File: src/rtl/qeciphy_link_ctrl_ml.sv
// Multi-lane link bring-up controller: sequences bonded SERDES lanes from reset to READY,
// with per-phase timeouts, bounded retraining and a sticky fatal state.
module qeciphy_link_ctrl_ml #(
  parameter int NUM_LANES      = 4,
  parameter int TIMEOUT_CYCLES = 65536,
  parameter int MAX_RETRIES    = 3,
  parameter int RETRAIN_HOLD   = 16
) (
  input  logic                 clk_i,
  input  logic                 rst_i,
  input  logic                 reset_done_i,
  input  logic [NUM_LANES-1:0] lane_aligned_i,
  input  logic [NUM_LANES-1:0] lane_rx_ready_i,
  input  logic                 remote_rx_ready_i,
  input  logic                 fault_fatal_i,
  output logic                 link_ready_o,
  output logic                 fault_fatal_o,
  output logic [3:0]           status_o,
  output logic                 tx_link_enable_o,
  output logic                 rx_enable_o,
  output logic                 tx_data_enable_o,
  output logic [3:0]           retry_count_o,
  output logic                 timeout_o
);

  // Status codes reported on status_o
  localparam logic [3:0] STAT_RESET          = 4'd0;
  localparam logic [3:0] STAT_WAIT_FOR_RESET = 4'd1;
  localparam logic [3:0] STAT_LINK_TRAINING  = 4'd2;
  localparam logic [3:0] STAT_RX_LOCKED      = 4'd3;
  localparam logic [3:0] STAT_LINK_READY     = 4'd4;
  localparam logic [3:0] STAT_FAULT_FATAL    = 4'd5;

  // One counter serves both the wait-state timeouts and the retrain hold
  localparam int CNT_MAX = (TIMEOUT_CYCLES > RETRAIN_HOLD) ? TIMEOUT_CYCLES : RETRAIN_HOLD;
  localparam int CNT_W   = (CNT_MAX > 2) ? $clog2(CNT_MAX) : 1;
  localparam logic [CNT_W-1:0] TMO_LAST  = CNT_W'(TIMEOUT_CYCLES - 1);
  localparam logic [CNT_W-1:0] HOLD_LAST = CNT_W'(RETRAIN_HOLD - 1);
  localparam logic [3:0]       RETRY_MAX = 4'(MAX_RETRIES);

  typedef enum logic [3:0] {
    S_RESET           = 4'd0,
    S_WAIT_RESET_DONE = 4'd1,
    S_TX_LINK_ENABLE  = 4'd2,
    S_WAIT_ALIGN      = 4'd3,
    S_RX_ENABLE       = 4'd4,
    S_WAIT_RX_LOCKED  = 4'd5,
    S_WAIT_REMOTE     = 4'd6,
    S_TX_DATA_ENABLE  = 4'd7,
    S_READY           = 4'd8,
    S_RETRAIN         = 4'd9,
    S_FAULT_FATAL     = 4'd10
  } state_t;

  state_t           state_q, state_d;
  logic [CNT_W-1:0] cnt_q, cnt_d;
  logic [3:0]       retry_q, retry_d;
  logic             timeout_q, timeout_d;

  logic all_aligned, all_locked, expired, retry_event, counting;

  always_comb begin
    all_aligned = &lane_aligned_i;
    all_locked  = &lane_rx_ready_i;
    expired     = (cnt_q == TMO_LAST);
    state_d     = state_q;
    retry_d     = retry_q;
    timeout_d   = 1'b0;
    retry_event = 1'b0;

    case (state_q)
      S_RESET:           state_d = S_WAIT_RESET_DONE;
      S_WAIT_RESET_DONE: if (reset_done_i) state_d = S_TX_LINK_ENABLE;
      S_TX_LINK_ENABLE:  state_d = S_WAIT_ALIGN;
      S_WAIT_ALIGN: begin
        if (all_aligned) begin
          state_d = S_RX_ENABLE;
        end else if (expired) begin
          timeout_d   = 1'b1;
          retry_event = 1'b1;
        end
      end
      S_RX_ENABLE:       state_d = S_WAIT_RX_LOCKED;
      S_WAIT_RX_LOCKED: begin
        if (all_locked) begin
          state_d = S_WAIT_REMOTE;
        end else if (expired) begin
          timeout_d   = 1'b1;
          retry_event = 1'b1;
        end
      end
      S_WAIT_REMOTE: begin
        if (remote_rx_ready_i && all_locked) begin
          state_d = S_TX_DATA_ENABLE;
        end else if (expired) begin
          timeout_d   = 1'b1;
          retry_event = 1'b1;
        end
      end
      S_TX_DATA_ENABLE: begin
        state_d = S_READY;
        retry_d = 4'd0;
      end
      S_READY:           if (!(all_aligned && all_locked)) retry_event = 1'b1;
      S_RETRAIN:         if (cnt_q == HOLD_LAST) state_d = S_TX_LINK_ENABLE;
      S_FAULT_FATAL:     state_d = S_FAULT_FATAL;
      default:           state_d = S_RESET;
    endcase

    // Retry budget exhausted: the event becomes fatal and the count is left as-is
    if (retry_event) begin
      if (retry_q < RETRY_MAX) begin
        retry_d = retry_q + 4'd1;
        state_d = S_RETRAIN;
      end else begin
        state_d = S_FAULT_FATAL;
      end
    end

    // External fatal overrides whatever the FSM decided this cycle
    if (fault_fatal_i) begin
      state_d   = S_FAULT_FATAL;
      retry_d   = retry_q;
      timeout_d = 1'b0;
    end

    counting = (state_q == S_WAIT_ALIGN) || (state_q == S_WAIT_RX_LOCKED) ||
               (state_q == S_WAIT_REMOTE) || (state_q == S_RETRAIN);
    if (state_d != state_q || !counting) cnt_d = '0;
    else                                 cnt_d = cnt_q + CNT_W'(1);
  end

  always_ff @(posedge clk_i) begin
    if (rst_i) begin
      state_q   <= S_RESET;
      cnt_q     <= '0;
      retry_q   <= 4'd0;
      timeout_q <= 1'b0;
    end else begin
      state_q   <= state_d;
      cnt_q     <= cnt_d;
      retry_q   <= retry_d;
      timeout_q <= timeout_d;
    end
  end

  always_comb begin
    link_ready_o     = 1'b0;
    fault_fatal_o    = 1'b0;
    tx_link_enable_o = 1'b0;
    rx_enable_o      = 1'b0;
    tx_data_enable_o = 1'b0;
    status_o         = STAT_RESET;
    case (state_q)
      S_WAIT_RESET_DONE: status_o = STAT_WAIT_FOR_RESET;
      S_TX_LINK_ENABLE, S_WAIT_ALIGN: begin
        tx_link_enable_o = 1'b1;
        status_o         = STAT_LINK_TRAINING;
      end
      S_RX_ENABLE, S_WAIT_RX_LOCKED: begin
        tx_link_enable_o = 1'b1;
        rx_enable_o      = 1'b1;
        status_o         = STAT_LINK_TRAINING;
      end
      S_WAIT_REMOTE: begin
        tx_link_enable_o = 1'b1;
        rx_enable_o      = 1'b1;
        status_o         = STAT_RX_LOCKED;
      end
      S_TX_DATA_ENABLE: begin
        tx_link_enable_o = 1'b1;
        rx_enable_o      = 1'b1;
        tx_data_enable_o = 1'b1;
        status_o         = STAT_RX_LOCKED;
      end
      S_READY: begin
        tx_link_enable_o = 1'b1;
        rx_enable_o      = 1'b1;
        tx_data_enable_o = 1'b1;
        link_ready_o     = 1'b1;
        status_o         = STAT_LINK_READY;
      end
      S_RETRAIN:         status_o = STAT_LINK_TRAINING;
      S_FAULT_FATAL: begin
        fault_fatal_o = 1'b1;
        status_o      = STAT_FAULT_FATAL;
      end
      default:           status_o = STAT_RESET;
    endcase
  end

  assign retry_count_o = retry_q;
  assign timeout_o     = timeout_q;

endmodule

File: config.mk
export PLATFORM = sky130hd
export DESIGN_NAME = qeciphy_link_ctrl_ml
export DESIGN_NICKNAME = d
export VERILOG_FILES = /design/src/rtl/qeciphy_link_ctrl_ml.sv
export SDC_FILE = /design/constraint.sdc
export NUM_CORES = 1
export LEC_CHECK = 0
export CAP_MARGIN = 0
export CORE_MARGIN = 2
export CORE_UTILIZATION = 55
export CTS_BUF_LIST = sky130_fd_sc_hd__clkbuf_8
export CTS_CLUSTER_DIAMETER = 30
export DETAILED_ROUTE_END_ITERATION = 6
export GPL_ROUTABILITY_DRIVEN = 0
export PLACE_DENSITY = 0.78
export RECOVER_POWER = 50
export SKIP_CTS_REPAIR_TIMING = 1
export SLEW_MARGIN = 20
export SYNTH_ARGS = -nofsm -noshare
export SYNTH_HDL_FRONTEND = slang
export SYNTH_SLANG_ARGS = --single-unit
File: constraint.sdc
create_clock -name clk_i -period 3.2 [get_ports clk_i]
set_input_delay 0.32 -clock clk_i [delete_from_list [all_inputs] [get_ports clk_i]]
set_output_delay 0.32 -clock clk_i [all_outputs]
set_load 0.02 [all_outputs]
==> results_dict.tcl, run 1 <==
set metrics [dict create \
    status "finished clean" \
    cp-start-kind "register" \
    power_mw 0.662 \
    hold_class "register to register" \
    ant_nets 0 \
    arrival_ns 2.87 \
    avgSynthCellArea_um2 8.69 \
    fin_setup_tns_ns 0 \
    cts.sinks 25 \
    area_delta_synth_final_pct 17.7 \
    die_area_um2 3340 \
    drv_slew 0 \
    ios 27 \
    cp_max_fo 16 \
    timing.final.crit_share_pct 84.8 \
    synth_nets 198 \
    synth_edf_count 0 \
    cts_root_buf "clkbuf_8" \
    hold_viol 0 \
    synth-seq-area-share_pct 31.5 \
    portBuffers 25 \
    core-area_um2 2760 \
    first_pass_iters 4 \
    grt_pass1_vias 1407 \
    grt_pass1_wl_mm 6.27 \
    yosysWarnings 0 \
    start_util_pct 57.7 \
    routedWlPerCell_um 15.1 \
    grt_overflow 0 \
    path_clk_slew_ns 0.09 \
    synthDistinctLibCells 49 \
    post-route-cell-area_um2 1870 \
    via_per_inst 6.19 \
    clockBufferDepth 2 \
    die_w_um 57.8 \
    drive_above_1_share_pct 12.3 \
    synthTopCellsByArea "dfxtp_1, nor4_2, xnor2_1, nor4_1, xor2_1" \
    insertion_delay_ns 0.27 \
    drc 0 \
    required_ns 3.35 \
    vias 1454 \
    grt_max_degree 19 \
    peakVddDrop_mv 0.292 \
    synth_ff_type "dfxtp_1" \
    crit_type "register to register" \
    period_minus_slack_ns 2.71 \
    max-slew-margin-rel_pct 57.3 \
    hold_slack_ns 0.492 \
    setup_viol 0 \
    ys_seq_elements 25 \
    p_leak_nw 0.595 \
    worstMarginPinSlew_ns 0.640 \
    syn_area_um2 1590 \
    fin_skew_ns 0.00383 \
    grt_use_total_pct 23.4 \
    dieHeight_um 57.8 \
    numCtsBuffers 3 \
    nets 220 \
    dp_hpwl_mm 2.63 \
    drt_wl_total_mm 3.56 \
    p_per_area_nw_per_um2 353 \
    core.rowCount 19 \
    synth_area_leader_cell "dfxtp_1" \
    worst_slack_ns 0.487 \
    ys_async_sr_fraction_pct 0 \
    drt_iter0_markers 68 \
    placed_cell_area_um2 1830 \
    insertedDiodeCount 0 \
    maxCapViolations 0 \
    synth_top_area_share_pct 31.5 \
    h-tree-depth 1 \
    post-place-ws_ns 0.468 \
    rsz0062_at_grt "false" \
    antenna_found_initial 0 \
    netlist_instances 183 \
    cts_tree "built" \
    cp-end-kind "register" \
    fmax_mhz 369 \
]
## cells in the mapped netlist (2+ instances only)
cell and instances:
a211o_1 2, a211oi_1 2, a211oi_2 2, a21oi_1 6
and2_1 2, buf_2 4, buf_4 4, clkbuf_1 2
dfxtp_1 25, ha_1 2, inv_1 2, inv_2 2
nand2_1 10, nand2b_1 6, nand3_1 8, nand3b_1 2
nand4_1 8, nor2_1 15, nor2b_1 4, nor3_1 6
nor4_1 11, nor4_2 10, nor4b_1 2, o211ai_1 2
o21ai_0 4, o21ai_1 4, xnor2_1 8, xor2_1 7
## cells in the final DEF (no fill, tap or decap), drive strengths merged, types with 3 or more instances in the layout
cell	Yosys	final
inv	4	4
nand4	8	8
nand2	10	10
clkdlybuf4s50	0	15
xnor2	8	8
nor4	21	21
buf	9	3
clkbuf	2	3
o21ai	8	8
xor2	7	7
nor3	7	7
a211oi	4	4
dlygate4sd3	0	10
nor2	15	15
nand2b	6	6
nor2b	4	4
a21oi	6	6
nand3	8	8
dfxtp	25	25
## area by class of cell
| type | count | area [um^2] |
|---|---|---|
| clock buffer | 3 | 41.3 |
| clock inverter | 1 | 5.00 |
| fill | 232 | 886 |
| inverter | 5 | 18.8 |
| multi-input combinational | 142 | 995 |
| sequential | 25 | 500 |
| tap | 31 | 38.8 |
| timing repair buffer | 28 | 273 |
## per-layer routing
metal / track usage [%] / share of wire, % / vias up
met5: 0 / 0 / -
met4: 8.31 / 1.3 / 0
met3: 3.13 / 4.3 / 5
met2: 40.7 / 51 / 30
met1: 29.5 / 44 / 691
li1: - / - / 728
## through the flow
step | std cells | util (%)
finish | 235 | 67.9
global placement | 231 | 66.5
floorplan | 183 | -
global route | 235 | 67.9
CTS | 235 | 68.1
detailed placement | 231 | 66.5
## registers in the layout (all words and copies together) (netlist names)
name           cells
cnt_q             16
retry_count_o      4
timeout_o          1
state_q            4
## where the power goes
| group | total (mW) | internal (mW) | leakage [nW] | switching [mW] |
|---|---|---|---|---|
| clock | 0.185 | 0.0871 | 0.0255 | 0.0983 |
| combinational | 0.145 | 0.0610 | 0.367 | 0.0835 |
| sequential | 0.332 | 0.315 | 0.202 | 0.0162 |
## worst max-delay path, cell delays in order (launching register included)
cell and delay [ns]:
dfxtp_1 0.66, nor4bb_1 0.46, a32o_1 0.21, o2111a_1 0.35, mux2_4 0.33, a211oi_2 0.21
buf_4 0.28, nor4_1 0.09
## cell families (layout without fill, tap and decap cells)
logic type / Yosys count / after routing / share of synthesized area, %
other: 1 / 1 / 0.236
xor gates and xnor gates: 15 / 15 / 8.26
buffers and inverters: 16 / 37 / 5.51
adders and majority gates: 2 / 2 / 1.57
muxes: 1 / 1 / 0.944
AOI/OAI and AO/OA: 32 / 32 / 15.6
DFF: 25 / 25 / 31.5
and+or+nand+nor: 91 / 91 / 36.4
## final timing paths
check             slack, ns        startpoint               end  cells past startpoint
hold reg to reg        0.49  retry_count_o[1]  retry_count_o[1]                      2
hold / removal         0.49  retry_count_o[1]  retry_count_o[1]                      2
setup / recovery       0.49        state_q[2]          cnt_q[3]                      7
setup reg to reg       0.49        state_q[2]          cnt_q[3]                      7
(Power assumes the default switching activity.)
==> inputs of run 2 (changes only) <==
==> constraint.sdc (replaced) <==
create_clock -name clk_i -period 2.57 [get_ports clk_i]
set_input_delay 0.257 -clock clk_i [delete_from_list [all_inputs] [get_ports clk_i]]
set_output_delay 0.257 -clock clk_i [all_outputs]
set_load 0.02 [all_outputs]
==> results_dict.tcl, run 2 (same netlist as run 1, synthesis figures left out) <==
set metrics [dict create \
    hold_viol 0 \
    nets 229 \
    critical-path-max-stage-delay_ns 0.64 \
    cp-end-kind "output pin" \
    fmax_mhz 406 \
    dieHeight_um 57.8 \
    core-area_um2 2760 \
    cts_tree "built" \
    ios 27 \
    portBuffers 25 \
    switchingPower_mw 0.256 \
    cts.sinks 25 \
    die_w_um 57.8 \
    arrival_ns 2.21 \
    numCtsBuffers 3 \
    peakVddDrop_mv 0.448 \
    die_area_um2 3340 \
    hold_slack_ns 0.495 \
    period_minus_slack_ns 2.46 \
    core.rowCount 19 \
    crit_type "register to output pin" \
    largest_reg_flops 16 \
    area_delta_synth_final_pct 23.5 \
    fin_skew_ns 0.00605 \
    fill_cells 225 \
    ant_nets 0 \
    p_leak_nw 0.627 \
    cts_root_buf "clkbuf_8" \
    first_pass_iters 4 \
    h-tree-depth 1 \
    p_per_area_nw_per_um2 433 \
    grt_pass1_vias 1456 \
    final_cells 244 \
    maxCapViolations 0 \
    via_per_inst 6.15 \
    min_to "cnt_q[0]" \
    regMostFlops "cnt_q" \
    setup_viol 0 \
    required_ns 2.31 \
    clkPwrFrac_pct 27.9 \
    rr_endpoint "cnt_q[2]" \
    power_frac_comb_pct 24.0 \
    seqPwrFrac_pct 48.1 \
    crit_chain "or3b_1 -> inv_2 -> nand2_1 -> o21ai_0 -> clkdlybuf4s50_1" \
    antenna_found_initial 0 \
    cp_slowest_cell "clkdlybuf4s50_1" \
    insertion_delay_ns 0.27 \
    hp-start "cnt_q[0]" \
    drv_slew 0 \
    grt_pass1_wl_mm 6.31 \
    start_util_pct 57.7 \
    status "finished clean" \
    drt_wl_total_mm 3.68 \
    internal_power_mw 0.595 \
    post-route-cell-area_um2 1960 \
    drc 0 \
    final_cell_mix "dfxtp_1, clkdlybuf4s50_1, nor2_1" \
    hold_depth 1 \
    routedWlPerCell_um 15.1 \
    drive_above_1_share_pct 17.8 \
    grt_max_degree 17 \
    power_mw 0.851 \
    path_clk_slew_ns 0.09 \
    placed_cells 240 \
    grt_use_total_pct 24.2 \
    swShare_pct 30.1 \
    drt_iter0_markers 49 \
    dp_hpwl_mm 2.89 \
    vias 1500 \
    clockBufferDepth 2 \
    insertedDiodeCount 0 \
    timing.final.crit_share_pct 95.8 \
    grt_overflow 0 \
    hold_class "register to register" \
    rsz0062_at_grt "false" \
    cp-start-kind "register" \
    layout_commonest_cell "dfxtp_1" \
    cp_max_fo 15 \
    rrSetupSlack_ns 0.19 \
    rr_startpoint "cnt_q[0]" \
    placed_cell_area_um2 1910 \
    rr_worst_depth 8 \
]
run 2: cell types whose count changed in the layout (fill, tap and decap cells not counted), sizes merged:
cell	change
buf	+9
clkdlybuf4s50	+2
dlygate4sd3	-2
clkinv	-1
clkinvlp	+1
run 2: cell type report:
type | count | area (um^2) | share of cell area [%]
tap | 31 | 38.8 | 1.97
inverter | 5 | 18.8 | 0.955
clock inverter | 1 | 7.51 | 0.382
sequential | 25 | 503 | 25.6
timing repair buffer | 37 | 353 | 18.0
multi-input combinational | 142 | 1000 | 51.0
clock buffer | 3 | 41.3 | 2.10
run 2: metal layers:
metal	GRT usage, %	part of all wire, %	up-vias
met3	3.79	4.7	8
met4	9.97	2.4	0
met1	27.5	42	701
met2	44.6	51	41
met5	0	0	-
li1	-	-	750
run 2: critical path, delay by kind of cell (launching register included):
family	cells	cell delay, ns
DFF	1	0.48
buffers and inverters	2	0.73
and+or+nand+nor	2	0.59
AOI/OAI and AO/OA	1	0.12
run 2: worst max path at each step:
stage | startpoint | end | slack, ns | depth (start not counted)
3_3_place_gp | lane_rx_ready_i[2] | cnt_q[3] | 0.01 | 8
6_report | state_q[3] | tx_link_enable_o | 0.11 | 5
2_1_floorplan | cnt_q[0] | cnt_q[10] | 0.24 | 8
3_5_place_dp | lane_aligned_i[2] | cnt_q[7] | -0.12 | 9
4_1_cts | state_q[3] | tx_link_enable_o | -0.03 | 5
5_1_grt | state_q[3] | tx_link_enable_o | 0.01 | 5
run 2: metrics by stage:
step | TNS, ns | worst slack, ns | utilization [%]
after floorplan | 0 | 0.245 | -
after global placement | 0 | 0.0103 | 69.4
after detailed placement | -1.32 | -0.124 | 69.4
after CTS | -0.0344 | -0.0344 | 71.1
after global routing | 0 | 0.0115 | 71.2
final | 0 | 0.108 | 71.2
run 2: power by group through the flow:
stage | registers (mW) | logic [mW] | clock network, mW
detailed placement | 0.417 | 0.206 | 0
floorplan | 0.408 | 0.134 | 0
global route | 0.411 | 0.220 | 0.256
global placement | 0.417 | 0.200 | 0
CTS | 0.408 | 0.207 | 0.243
finish | 0.409 | 0.204 | 0.238
